--- src/rtl/simon_pkg.sv ---
`default_nettype none
// ============================================================================
//  Module   : simon_pkg
//  Brief    : Shared widths, colour codes and playback FSM states for Simon.
//  Revision : 1.0 - initial release
// ============================================================================
package simon_pkg;

  localparam int N_SEG = 32;  // colour slots in the store
  localparam int IDX_W = 5;   // log2(N_SEG)
  localparam int COL_W = 3;   // colour code width, msb marks an unassigned slot
  localparam int LED_W = 4;   // one LED per colour

  localparam logic [COL_W-1:0] c_col_red    = 3'b000;
  localparam logic [COL_W-1:0] c_col_green  = 3'b001;
  localparam logic [COL_W-1:0] c_col_blue   = 3'b010;
  localparam logic [COL_W-1:0] c_col_yellow = 3'b011;
  localparam logic [COL_W-1:0] c_col_empty  = 3'b100;

  typedef enum logic [2:0] {
    ST_IDLE  = 3'd0,
    ST_ALIGN = 3'd1,
    ST_SHOW  = 3'd2,
    ST_GAP   = 3'd3,
    ST_FIN   = 3'd4
  } play_state_t;

endpackage
`default_nettype wire

--- src/rtl/colour_decoder.sv ---
`default_nettype none
// ============================================================================
//  Module   : colour_decoder
//  Brief    : Colour code to one-hot LED pattern, plus unassigned-slot flag.
//  Revision : 1.0 - initial release
// ============================================================================
module colour_decoder
  import simon_pkg::*;
(
  input  logic [COL_W-1:0] i_code,
  output logic [LED_W-1:0] o_led,
  output logic             o_empty
);

  // An empty slot never lights anything; otherwise the low bits pick the LED.
  always_comb begin
    o_led   = '0;
    o_empty = i_code[COL_W-1];
    if (!i_code[COL_W-1]) begin
      o_led[i_code[COL_W-2:0]] = 1'b1;
    end
  end

endmodule
`default_nettype wire

--- src/rtl/sequence_player.sv ---
`default_nettype none
// ============================================================================
//  Module   : sequence_player
//  Brief    : Plays the stored colour sequence (oldest first) on the LEDs,
//             paced by timer pulses, with dark gaps between colours.
//  Revision : 1.0 - initial release
// ============================================================================
module sequence_player
  import simon_pkg::*;
#(
  parameter int GAP_PULSES = 1  // dark pulses between colours, >= 1
)(
  input  logic                   clk,
  input  logic                   reset,
  input  logic                   start,
  input  logic [IDX_W-1:0]       round,
  input  logic                   pulse,
  input  logic [N_SEG*COL_W-1:0] segs_flat,
  output logic [LED_W-1:0]       led,
  output logic                   busy,
  output logic                   done,
  output logic                   err_empty,
  output logic [IDX_W-1:0]       idx
);

  localparam int GAP_W = (GAP_PULSES > 1) ? $clog2(GAP_PULSES) : 1;

  play_state_t      r_state, w_state_next;
  logic [IDX_W-1:0] r_idx, w_idx_next;
  logic [LED_W-1:0] r_led, w_led_next;
  logic [GAP_W-1:0] r_gap, w_gap_next;
  logic             r_busy, w_busy_next;
  logic             r_err, w_err_next;
  logic             r_done;

  logic [IDX_W-1:0] w_addr;
  logic [COL_W-1:0] w_code;
  logic [LED_W-1:0] w_dec_led;
  logic             w_dec_empty;

  // In GAP the slot under test is the next-newer one, so look one index ahead.
  assign w_addr = (r_state == ST_GAP) ? (r_idx - IDX_W'(1)) : r_idx;
  assign w_code = segs_flat[COL_W*w_addr +: COL_W];

  colour_decoder u_dec (
    .i_code  (w_code),
    .o_led   (w_dec_led),
    .o_empty (w_dec_empty)
  );

  // Next-state and next-output decode; everything defaults to holding.
  always_comb begin
    w_state_next = r_state;
    w_idx_next   = r_idx;
    w_led_next   = r_led;
    w_gap_next   = r_gap;
    w_busy_next  = r_busy;
    w_err_next   = r_err;
    case (r_state)
      ST_IDLE: begin
        w_led_next = '0;
        if (start) begin
          w_idx_next   = round;
          w_busy_next  = 1'b1;
          w_err_next   = 1'b0;
          w_state_next = ST_ALIGN;
        end
      end
      ST_ALIGN: begin
        if (pulse) begin
          if (w_dec_empty) begin
            w_err_next   = 1'b1;
            w_state_next = ST_FIN;
          end else begin
            w_led_next   = w_dec_led;
            w_state_next = ST_SHOW;
          end
        end
      end
      ST_SHOW: begin
        if (pulse) begin
          w_led_next   = '0;
          w_gap_next   = GAP_W'(GAP_PULSES - 1);
          w_state_next = ST_GAP;
        end
      end
      ST_GAP: begin
        w_led_next = '0;
        if (pulse) begin
          if (r_gap != '0) begin
            w_gap_next = r_gap - GAP_W'(1);
          end else if (r_idx == '0) begin
            w_state_next = ST_FIN;
          end else begin
            w_idx_next = r_idx - IDX_W'(1);
            if (w_dec_empty) begin
              w_err_next   = 1'b1;
              w_state_next = ST_FIN;
            end else begin
              w_led_next   = w_dec_led;
              w_state_next = ST_SHOW;
            end
          end
        end
      end
      ST_FIN: begin
        w_led_next   = '0;
        w_busy_next  = 1'b0;
        w_state_next = ST_IDLE;
      end
      default: begin
        w_led_next   = '0;
        w_busy_next  = 1'b0;
        w_state_next = ST_IDLE;
      end
    endcase
  end

  // State and output registers; done is high exactly while in FIN.
  always_ff @(posedge clk or posedge reset) begin
    if (reset) begin
      r_state <= ST_IDLE;
      r_idx   <= '0;
      r_led   <= '0;
      r_gap   <= '0;
      r_busy  <= 1'b0;
      r_err   <= 1'b0;
      r_done  <= 1'b0;
    end else begin
      r_state <= w_state_next;
      r_idx   <= w_idx_next;
      r_led   <= w_led_next;
      r_gap   <= w_gap_next;
      r_busy  <= w_busy_next;
      r_err   <= w_err_next;
      r_done  <= (w_state_next == ST_FIN);
    end
  end

  assign led       = r_led;
  assign busy      = r_busy;
  assign done      = r_done;
  assign err_empty = r_err;
  assign idx       = r_idx;

endmodule
`default_nettype wire

--- config.mk ---
export PLATFORM = sky130hd
export DESIGN_NAME = sequence_player
export DESIGN_NICKNAME = d
export VERILOG_FILES = /design/src/rtl/simon_pkg.sv /design/src/rtl/colour_decoder.sv /design/src/rtl/sequence_player.sv
export SDC_FILE = /design/constraint.sdc
export NUM_CORES = 1
export LEC_CHECK = 0
export BUFFER_PORTS_ARGS = -buffer_cell sky130_fd_sc_hd__buf_2
export CAP_MARGIN = 40
export CORE_MARGIN = 2
export CORE_UTILIZATION = 35
export DETAILED_ROUTE_END_ITERATION = 8
export PLACE_DENSITY = 0.7
export SLEW_MARGIN = 10
export SYNTH_ARGS = -nofsm -noshare
export SYNTH_HDL_FRONTEND = slang
export SYNTH_SLANG_ARGS = --single-unit
export TNS_END_PERCENT = 100
--- constraint.sdc ---
create_clock -name clk -period 5.9 [get_ports clk]
set_input_delay 0.59 -clock clk [delete_from_list [all_inputs] [get_ports clk]]
set_output_delay 0.59 -clock clk [all_outputs]
set_load 0.01 [all_outputs]
# Word-level counts from Yosys, hierarchy flattened
# Index checks and enable logic that the tools add are counted.
# classes
add_sub_neg	2
multipliers	1
n_div	0
magnitude_cmp	2
n_eq_ne	11
shift	1
muxes	37
bitwise_logic	1
reduce_logical	12
# op_table
operator	count
indexed part select 96 x 8 -> 3 bit	1
2-to-1 mux 4 bit	7
2-to-1 mux 5 bit	5
2-to-1 mux 3 bit	7
!= test 2 bit, second input constant	7
case mux 3 bit (4 select lines)	1
case mux 4 bit (3 select lines)	1
2-to-1 mux 1 bit	11
case mux 5 bit (2 select lines)	1
multiplier 2 x 5 -> 7 bit, first input constant	1
== test 3 x 2 -> 1 bit, second input constant	2
AND reduction 3 bit	2
AND reduction 6 bit	1
logical NOT 5 bit	1
AND reduction 5 bit	1
subtractor 5 x 1 -> 5 bit, second input constant	1
case mux 1 bit (2 select lines)	2
nonzero test 2 bit	2
== test 3 x 1 -> 1 bit, second input constant	1
== test 3 bit, second input constant	1
logical NOT 3 bit	1
< comparator 2 x 3 -> 1 bit, second input constant	1
case mux 1 bit (3 select lines)	1
nonzero test 3 bit	1
7 further kinds	7
# totals
regBits	16
latch_bits	0
ramBits	0
rom_bits	0
word_cells	74
memories	0

# Depth between registers and ports, before layout
# Gate-level depths: netlist (run 1).
# depth
word_depth	13
depth_mapped	14

# Cells and area by module
# A second synthesis (run 1) with hierarchy kept.
# hier_totals
cells_unflattened	205
hier_area_um2	1863.0
# by_module_without_submodules
module	n_inst	cells_per_inst	area_each_um2	seq_area_each_um2
sequence_player	1	200	1825.5	375.4
colour_decoder	1	5	37.5	0.0

# Worst setup path before layout (run 1)
# OpenSTA, ideal clock, no wires.
# synth_timing
path_kind	reg2reg
from	reg r_idx[0], in the netlist idx[0]
to	reg r_led[3], in the netlist led[3]
arrival_time_ns	3.386
setup_slack_ns	2.413
path_stages_with_launch	14
period_less_slack_ns	3.487
cell_sequence	dfrtp_1 clkbuf_1 inv_1 clkbuf_1 ha_1 buf_2 nand4b_1 buf_2 a21boi_2 nand2_1 a32o_1 a311o_1 a211o_1 o32ai_1
# synth_between
elab_chain_cells	13
word_cells_on_any_way	19
cone_classes	add/sub: 1; mul: 1; order compare: 2; eq/ne: 1; shift: 1; mux: 10; reduce/logical: 3
# synth_lines
item	line_no	rtl
start: declaration	sequence_player.sv:29	logic [IDX_W-1:0] r_idx, w_idx_next;
start signal: assignment	sequence_player.sv:131	r_idx <= w_idx_next;
subtractor 5 x 1 -> 5 bit	sequence_player.sv:42	assign w_addr = (r_state == ST_GAP) ? (r_idx - IDX_W'(1)) : r_idx;
2-to-1 mux 5 bit	sequence_player.sv:42	
multiplier 2 x 5 -> 7 bit	sequence_player.sv:43	assign w_code = segs_flat[COL_W*w_addr +: COL_W];
indexed part select 96 x 8 -> 3 bit	sequence_player.sv:43	
< comparator 2 x 3 -> 1 bit (not written as such) / greater-or-equal comparator 2 x 1 -> 1 bit (equally long branches)	colour_decoder.sv:20	o_led[i_code[COL_W-2:0]] = 1'b1;
logical AND 1 bit (not written as such)	colour_decoder.sv:20	
2-to-1 mux 1 bit (not written as such)	colour_decoder.sv:20	
demux 1 bit (select 2 bit)	--	
2-to-1 mux 4 bit	sequence_player.sv:96	if (w_dec_empty) begin
2-to-1 mux 4 bit	sequence_player.sv:92	end else if (r_idx == '0) begin
2-to-1 mux 4 bit	sequence_player.sv:90	if (r_gap != '0) begin
2-to-1 mux 4 bit	sequence_player.sv:89	if (pulse) begin
case mux 4 bit (3 select lines)	sequence_player.sv:59	case (r_state)
end signal: assignment	sequence_player.sv:132	r_led <= w_led_next;
end: declaration	sequence_player.sv:30	logic [LED_W-1:0] r_led, w_led_next;
# Parallel ways exist; a longest one is shown, timed or not. The select of a mux whose other input is x is not followed.
# A chain may end at the register's enable or synchronous reset.

# Final worst setup path (run 1)
# layout_timing
from	reg r_idx[0], in the netlist idx[0]
to	reg r_led[0], in the netlist led[0]
# Same word-level chain as after synthesis.

==> flow_summary.yaml, run 1 <==
outcome:
  status: "finished, final reports clean"
pwr:
  p_total_mw: 1.773
  leakage_nw: 1.564
  internal-power_mw: 0.8346
  power.density_nw_per_um2: 519.3
  ir_worst_vdd_mv: 0.1810
  seq_power_share: 0.153
  combinationalPowerShare: 0.799
  pwr-share-clk: 0.049
  p_switching_mw: 0.9385
  p_sw_frac: 0.5293
timing:
  setup_ws_ns: 1.735
  slew_headroom: 0.5134
  max_freq_mhz: 240.1
  min_period_over_period: 0.7059
  whs_ns: 0.3890
  clock_skew_ns: 0.0002985
  tightestPinTransition_ns: 0.7299
  finalSetupViolCount: 0
  drv_slew: 0
  post-route-min-period_ns: 4.165
  hold_viol_final: 0
  tns_ns: 0
  rsz0062_at_grt: "false"
place:
  dpl.hpwl_microns: 7236
  portBuffers: 116
  pre_cts_ws_ns: 1.747
  gp_congestion: 0.9297
  placed_area_sq_um: 3368
  placed_cells: 539
finish:
  syn_to_final_growth_pct: 23.82
  final_cell_area_sq_um: 3415
  fin_util: 0.4442
  drive_gt1_frac: 0.3401
  final_common_cell: "buf_2"
  final_cell_mix: "buf_2 (116), mux2i_1 (41), nand2_1 (29)"
  nets: 549
  antenna_cells: 0
  final_cells: 543
logic_synthesis:
  syn_nets: 454
  ys_seq_area_frac: 0.1361
  yosysWarnings: 0
  ys_seq_elements: 15
  synthFlopType: "dfrtp_1"
  netlist_area_sq_um: 2758
  synth_cell_type_count: 66
  syn_avg_cell_area_sq_um: 7.947
  synthesis.instances: 347
  synthArstFlopShare: 1.000
  synth_edf_count: 0
clock_network:
  post_cts_resized: 0
  clkSlewWorstSetupHoldPaths_ns: 0.06
  cts_max_level: 1
  cts_hold_buf: 0
  clock_sinks: 15
  post_cts_buffers: 0
  cts_tree: "done"
  insertion_delay_ns: 0.25
  root_buffer: "clkbuf_8"
  cts_buffers: 3
  cts_buffer_depth: 2
routing:
  num_vias: 3306
  vias_per_cell: 6.088
  postRouteAntennaNets: 0
  routed_wl_microns: 9462
  drt_pass1_iterations: 4
  drc: 0
  drt_iter0_markers: 194
  wl_per_cell_microns: 17.43
floorplanning:
  initial_utilization: 0.3587
  rows: 32
  dieArea_sq_um: 8605
  ios: 117
  die_x_microns: 92.77
  placeableCoreArea_sq_um: 7687
  die_h_microns: 92.77
worst_setup_path:
  worst_ep_arrival_time_ns: 4.32
  crit_path_end_kind: "flip-flop"
  r2r-end: "led[0]$_DFFE_PP0P_"
  cp_top_family: "compound AO/OA/AOI/OAI gates"
  worst-path-buf-inv: 3
  cp_max_fo: 33
  crit_top_cell: "buf_4"
  critPathKind: "flip-flop to flip-flop"
  cp-start-kind: "flip-flop"
  worstPathRequired_ns: 6.05
  crit_path_top_delay_cell: "nand4b_1"
  r2r_start: "idx[0]$_DFFE_PP0P_"
  rrSetupSlack_ns: 1.73
  worstPathCellList: "buf_4 > inv_1 > ha_1 > buf_4 > nand4b_1 > a21boi_2 > a21oi_1 > a221oi_1 > a2111oi_0 > nor3_1 > o32ai_1"
  critPathMaxStageDelay_ns: 0.58
  rr_worst_depth: 11
grt:
  grt_busiest_layer: "met2"
  use_met2: 0.3798
  grt_usage: 0.2157
  antenna_found_initial: 0
  gr-total-overflow: 0
  grtUsageMet1: 0.2852
  grt_max_degree: 35
  grt_pass1_vias: 3172
  grt_use_met3: 0.03255
  grt_pass1_wl_microns: 15350
hold_path:
  min_path_type: "primary input to asynchronous set/reset pin"
flow_run:
  max_cap_violations: 0
[worst max-delay path by stage]
stage                     slack [ns]                  to  cells past startpoint               start
final                           1.73  led[0]$_DFFE_PP0P_                     11  idx[0]$_DFFE_PP0P_
after CTS                       1.73  led[0]$_DFFE_PP0P_                     11  idx[0]$_DFFE_PP0P_
after global routing            1.27  led[0]$_DFFE_PP0P_                     11  idx[0]$_DFFE_PP0P_
after detailed placement        1.75  led[0]$_DFFE_PP0P_                     11  idx[0]$_DFFE_PP0P_
after global placement          1.46  led[0]$_DFFE_PP0P_                     10  idx[1]$_DFFE_PP0P_
after floorplan                 2.41  led[3]$_DFFE_PP0P_                     13  idx[0]$_DFFE_PP0P_
[layer usage]
layer | part of all wire | vias to the layer above
met5 | 0 | -
met4 | 0.0050 | 0
met3 | 0.072 | 8
met2 | 0.50 | 156
met1 | 0.42 | 1583
li1 | - | 1559
[worst reg2reg max path: cells and delay by family (launching register included)]
family	cells	cell delay (ns)
compound gates	5	1.50
simple gates	2	0.72
buf+inv	3	1.10
flops	1	0.32
fa+ha+maj	1	0.42
[registers in the layout (all words and copies together), names as in the netlist]
signal and flops:
idx 5, err_empty 1, done 1, led 4, busy 1, r_state 3
[cell usage after synthesis, drive strengths merged (8+ instances only)]
cell / instances / area share
nor3: 11 / 0.020
mux2i: 41 / 0.15
a21oi: 19 / 0.034
mux4: 9 / 0.074
clkbuf: 14 / 0.019
dfrtp: 15 / 0.14
nand2: 29 / 0.039
o21ai: 19 / 0.036
a31oi: 9 / 0.020
nor2: 19 / 0.026
nand3: 11 / 0.020
o221ai: 8 / 0.025
o32ai: 10 / 0.032
inv: 10 / 0.014
buf: 17 / 0.035
[area by class of cell]
class	count	area, sq um
Timing Repair Buffer	121	630.6
Fill cell	817	4273
Multi-Input combinational cell	290	2192
Clock inverter	1	5.005
Clock buffer	3	41.29
Sequential cell	15	376.6
Tap cell	102	127.6
Inverter	11	41.29
[cell families (layout without fill, tap and decap cells)]
group,count (synthesis),in the layout,synth area share
fa+ha+maj,2,2,0.009073
simple gates,113,113,0.2205
compound gates,113,113,0.2967
mux,56,56,0.2468
flops,15,15,0.1361
xor+xnor,6,6,0.02178
buf+inv,42,136,0.06896
[power groups by stage]
| stage | clock network, mW | registers (mW) | logic, mW |
|---|---|---|---|
| finish | 0.0865 | 0.270 | 1.42 |
| global route | 0.0930 | 0.282 | 1.55 |
| CTS | 0.0887 | 0.265 | 1.41 |
| detailed placement | 0 | 0.268 | 1.41 |
| global placement | 0 | 0.303 | 1.31 |
| floorplan | 0 | 0.203 | 1.14 |
(Power assumes the default switching activity.)
==> run 2: changes to the inputs <==
clock period = 4.2 ns   (was 5.9 ns; I/O delays follow)
==> run 2 against run 1 <==
  * Register-to-register slack worse by 1.2 ns
  * Highest routed layer unchanged
  * Critical endpoint is now led[2]$_DFFE_PP0P_
  * Setup slack got worse by 1.2 ns
  * Flip-flop and latch count stayed put
  * Clock-buffer cell count did not move
  * Non-clock buffer count is 6 higher
  * Cell count rose by 1.1%
==> flow_summary.yaml, run 2 (synthesis results as in run 1) <==
timing:
  finalSetupViolCount: 0
  hold_viol_final: 0
  min_period_over_period: 0.8633
  drv_slew: 0
  setup_ws_ns: 0.5743
  rsz0062_at_grt: "false"
  tns_ns: 0
  slew_headroom: 0.5162
  post-route-min-period_ns: 3.626
  tightestPinTransition_ns: 0.7257
  max_freq_mhz: 275.8
  clock_skew_ns: 0.001156
place:
  placed_cells: 545
  portBuffers: 116
  gp_congestion: 0.9380
  dpl.hpwl_microns: 7437
  pre_cts_ws_ns: 0.6340
  placed_area_sq_um: 3401
floorplanning:
  dieArea_sq_um: 8605
  initial_utilization: 0.3587
  ios: 117
  die_x_microns: 92.77
  rows: 32
  placeableCoreArea_sq_um: 7687
  die_h_microns: 92.77
finish:
  largest_reg_flops: 5
  syn_to_final_growth_pct: 25.00
  final_cell_mix: "buf_2 (116), mux2i_1 (41), nand2_1 (29)"
  multi_input_area_sq_um: 2192
  fillers: 803
  nets: 555
  final_common_cell: "buf_2"
  final_cells: 549
  drive_gt1_frac: 0.3490
  final_cell_area_sq_um: 3447
  regArea_sq_um: 376.6
  antenna_cells: 0
clock_network:
  clock_sinks: 15
  cts_max_level: 1
  post_cts_resized: 0
  cts_buffer_depth: 2
  root_buffer: "clkbuf_8"
  post_cts_buffers: 0
  clkSlewWorstSetupHoldPaths_ns: 0.07
  cts_buffers: 3
  cts_tree: "done"
  insertion_delay_ns: 0.25
  cts_hold_buf: 0
worst_setup_path:
  crit_path_end_kind: "flip-flop"
  crit_path_top_delay_cell: "xnor2_2"
  worst_ep_arrival_time_ns: 3.78
  cp-start-kind: "flip-flop"
  cp_top_family: "compound AO/OA/AOI/OAI gates"
  worstPathRequired_ns: 4.35
  worstPathCellList: "inv_1 > buf_4 > ha_1 > nand4b_1 > xnor2_2 > mux2i_1 > nor2_1 > a311o_1 > o31a_1 > o32ai_1"
  critPathKind: "flip-flop to flip-flop"
  worst-path-buf-inv: 2
  cp_max_fo: 16
  critPathMaxStageDelay_ns: 0.62
routing:
  num_vias: 3242
  drt_iter0_markers: 279
  wl_per_cell_microns: 17.60
  vias_per_cell: 5.905
  drc: 0
  postRouteAntennaNets: 0
  routed_wl_microns: 9663
  drt_pass1_iterations: 5
grt:
  grt_pass1_wl_microns: 15410
  grt_pass1_vias: 3211
  antenna_found_initial: 0
  grt_usage: 0.2191
  grt_max_degree: 45
  gr-total-overflow: 0
pwr:
  power.density_nw_per_um2: 736.4
  ir_worst_vdd_mv: 0.2383
  leakage_nw: 1.588
outcome:
  status: "finished, final reports clean"
flow_run:
  max_cap_violations: 0
hold_path:
  min_path_type: "primary input to asynchronous set/reset pin"
## run 2: changes by cell type in the layout (fill, tap and decap cells not counted), sizes merged
cell,delta
buf,+6
## run 2: cell type report
cell class	count	share of cell area
multi-input combinational	290	0.6359
timing repair buffer	127	0.1924
sequential	15	0.1093
tap	102	0.03702
clock buffer	3	0.01198
inverter	11	0.01198
clock inverter	1	0.001452
## run 2: final timing paths
check	startpoint	to	slack, ns	cells after the start
max in group asynchronous	reset	idx[1]$_DFFE_PP0P_	3.53	2
min in group clk	round[0]	idx[0]$_DFFE_PP0P_	0.43	3
worst min-delay path	reset	led[2]$_DFFE_PP0P_	0.23	2
worst max-delay path	idx[0]$_DFFE_PP0P_	led[2]$_DFFE_PP0P_	0.57	10
worst max register to register	idx[0]$_DFFE_PP0P_	led[2]$_DFFE_PP0P_	0.57	10
worst min register to register	busy$_DFFE_PP0P_	busy$_DFFE_PP0P_	0.52	2
## run 2: metal layers
layer	routed length, microns	up-vias	GRT usage	share of wire
met5	0	-	0	0
met4	97	0	0.03799	0.010
met3	740	10	0.03173	0.077
met2	4605	145	0.3859	0.48
met1	4219	1516	0.2874	0.44
li1	-	1571	-	-
## run 2: worst reg2reg max path, delay by kind of cell, from the launching register on
family / cells / cell delay (ns)
simple gates: 2 / 0.51
buf+inv: 2 / 0.32
xor+xnor: 1 / 0.62
compound gates: 3 / 0.87
flops: 1 / 0.38
fa+ha+maj: 1 / 0.48
mux: 1 / 0.34
## run 2: report_power, final
group          total (mW)  switching [mW]  leakage [nW]  internal (mW)
Sequential          0.361           0.151         0.187          0.211
Combinational        2.06            1.13          1.38          0.924
Clock               0.122          0.0565        0.0255         0.0658
## run 2: stage by stage
stage | util | hold WS, ns | power (mW)
after floorplan | - | 0.3215 | 1.887
after global placement | 0.4424 | 0.5058 | 2.346
after detailed placement | 0.4424 | 0.5097 | 2.392
after CTS | 0.4484 | 0.2571 | 2.520
after global routing | 0.4484 | 0.2916 | 2.750
final | 0.4484 | 0.2310 | 2.539
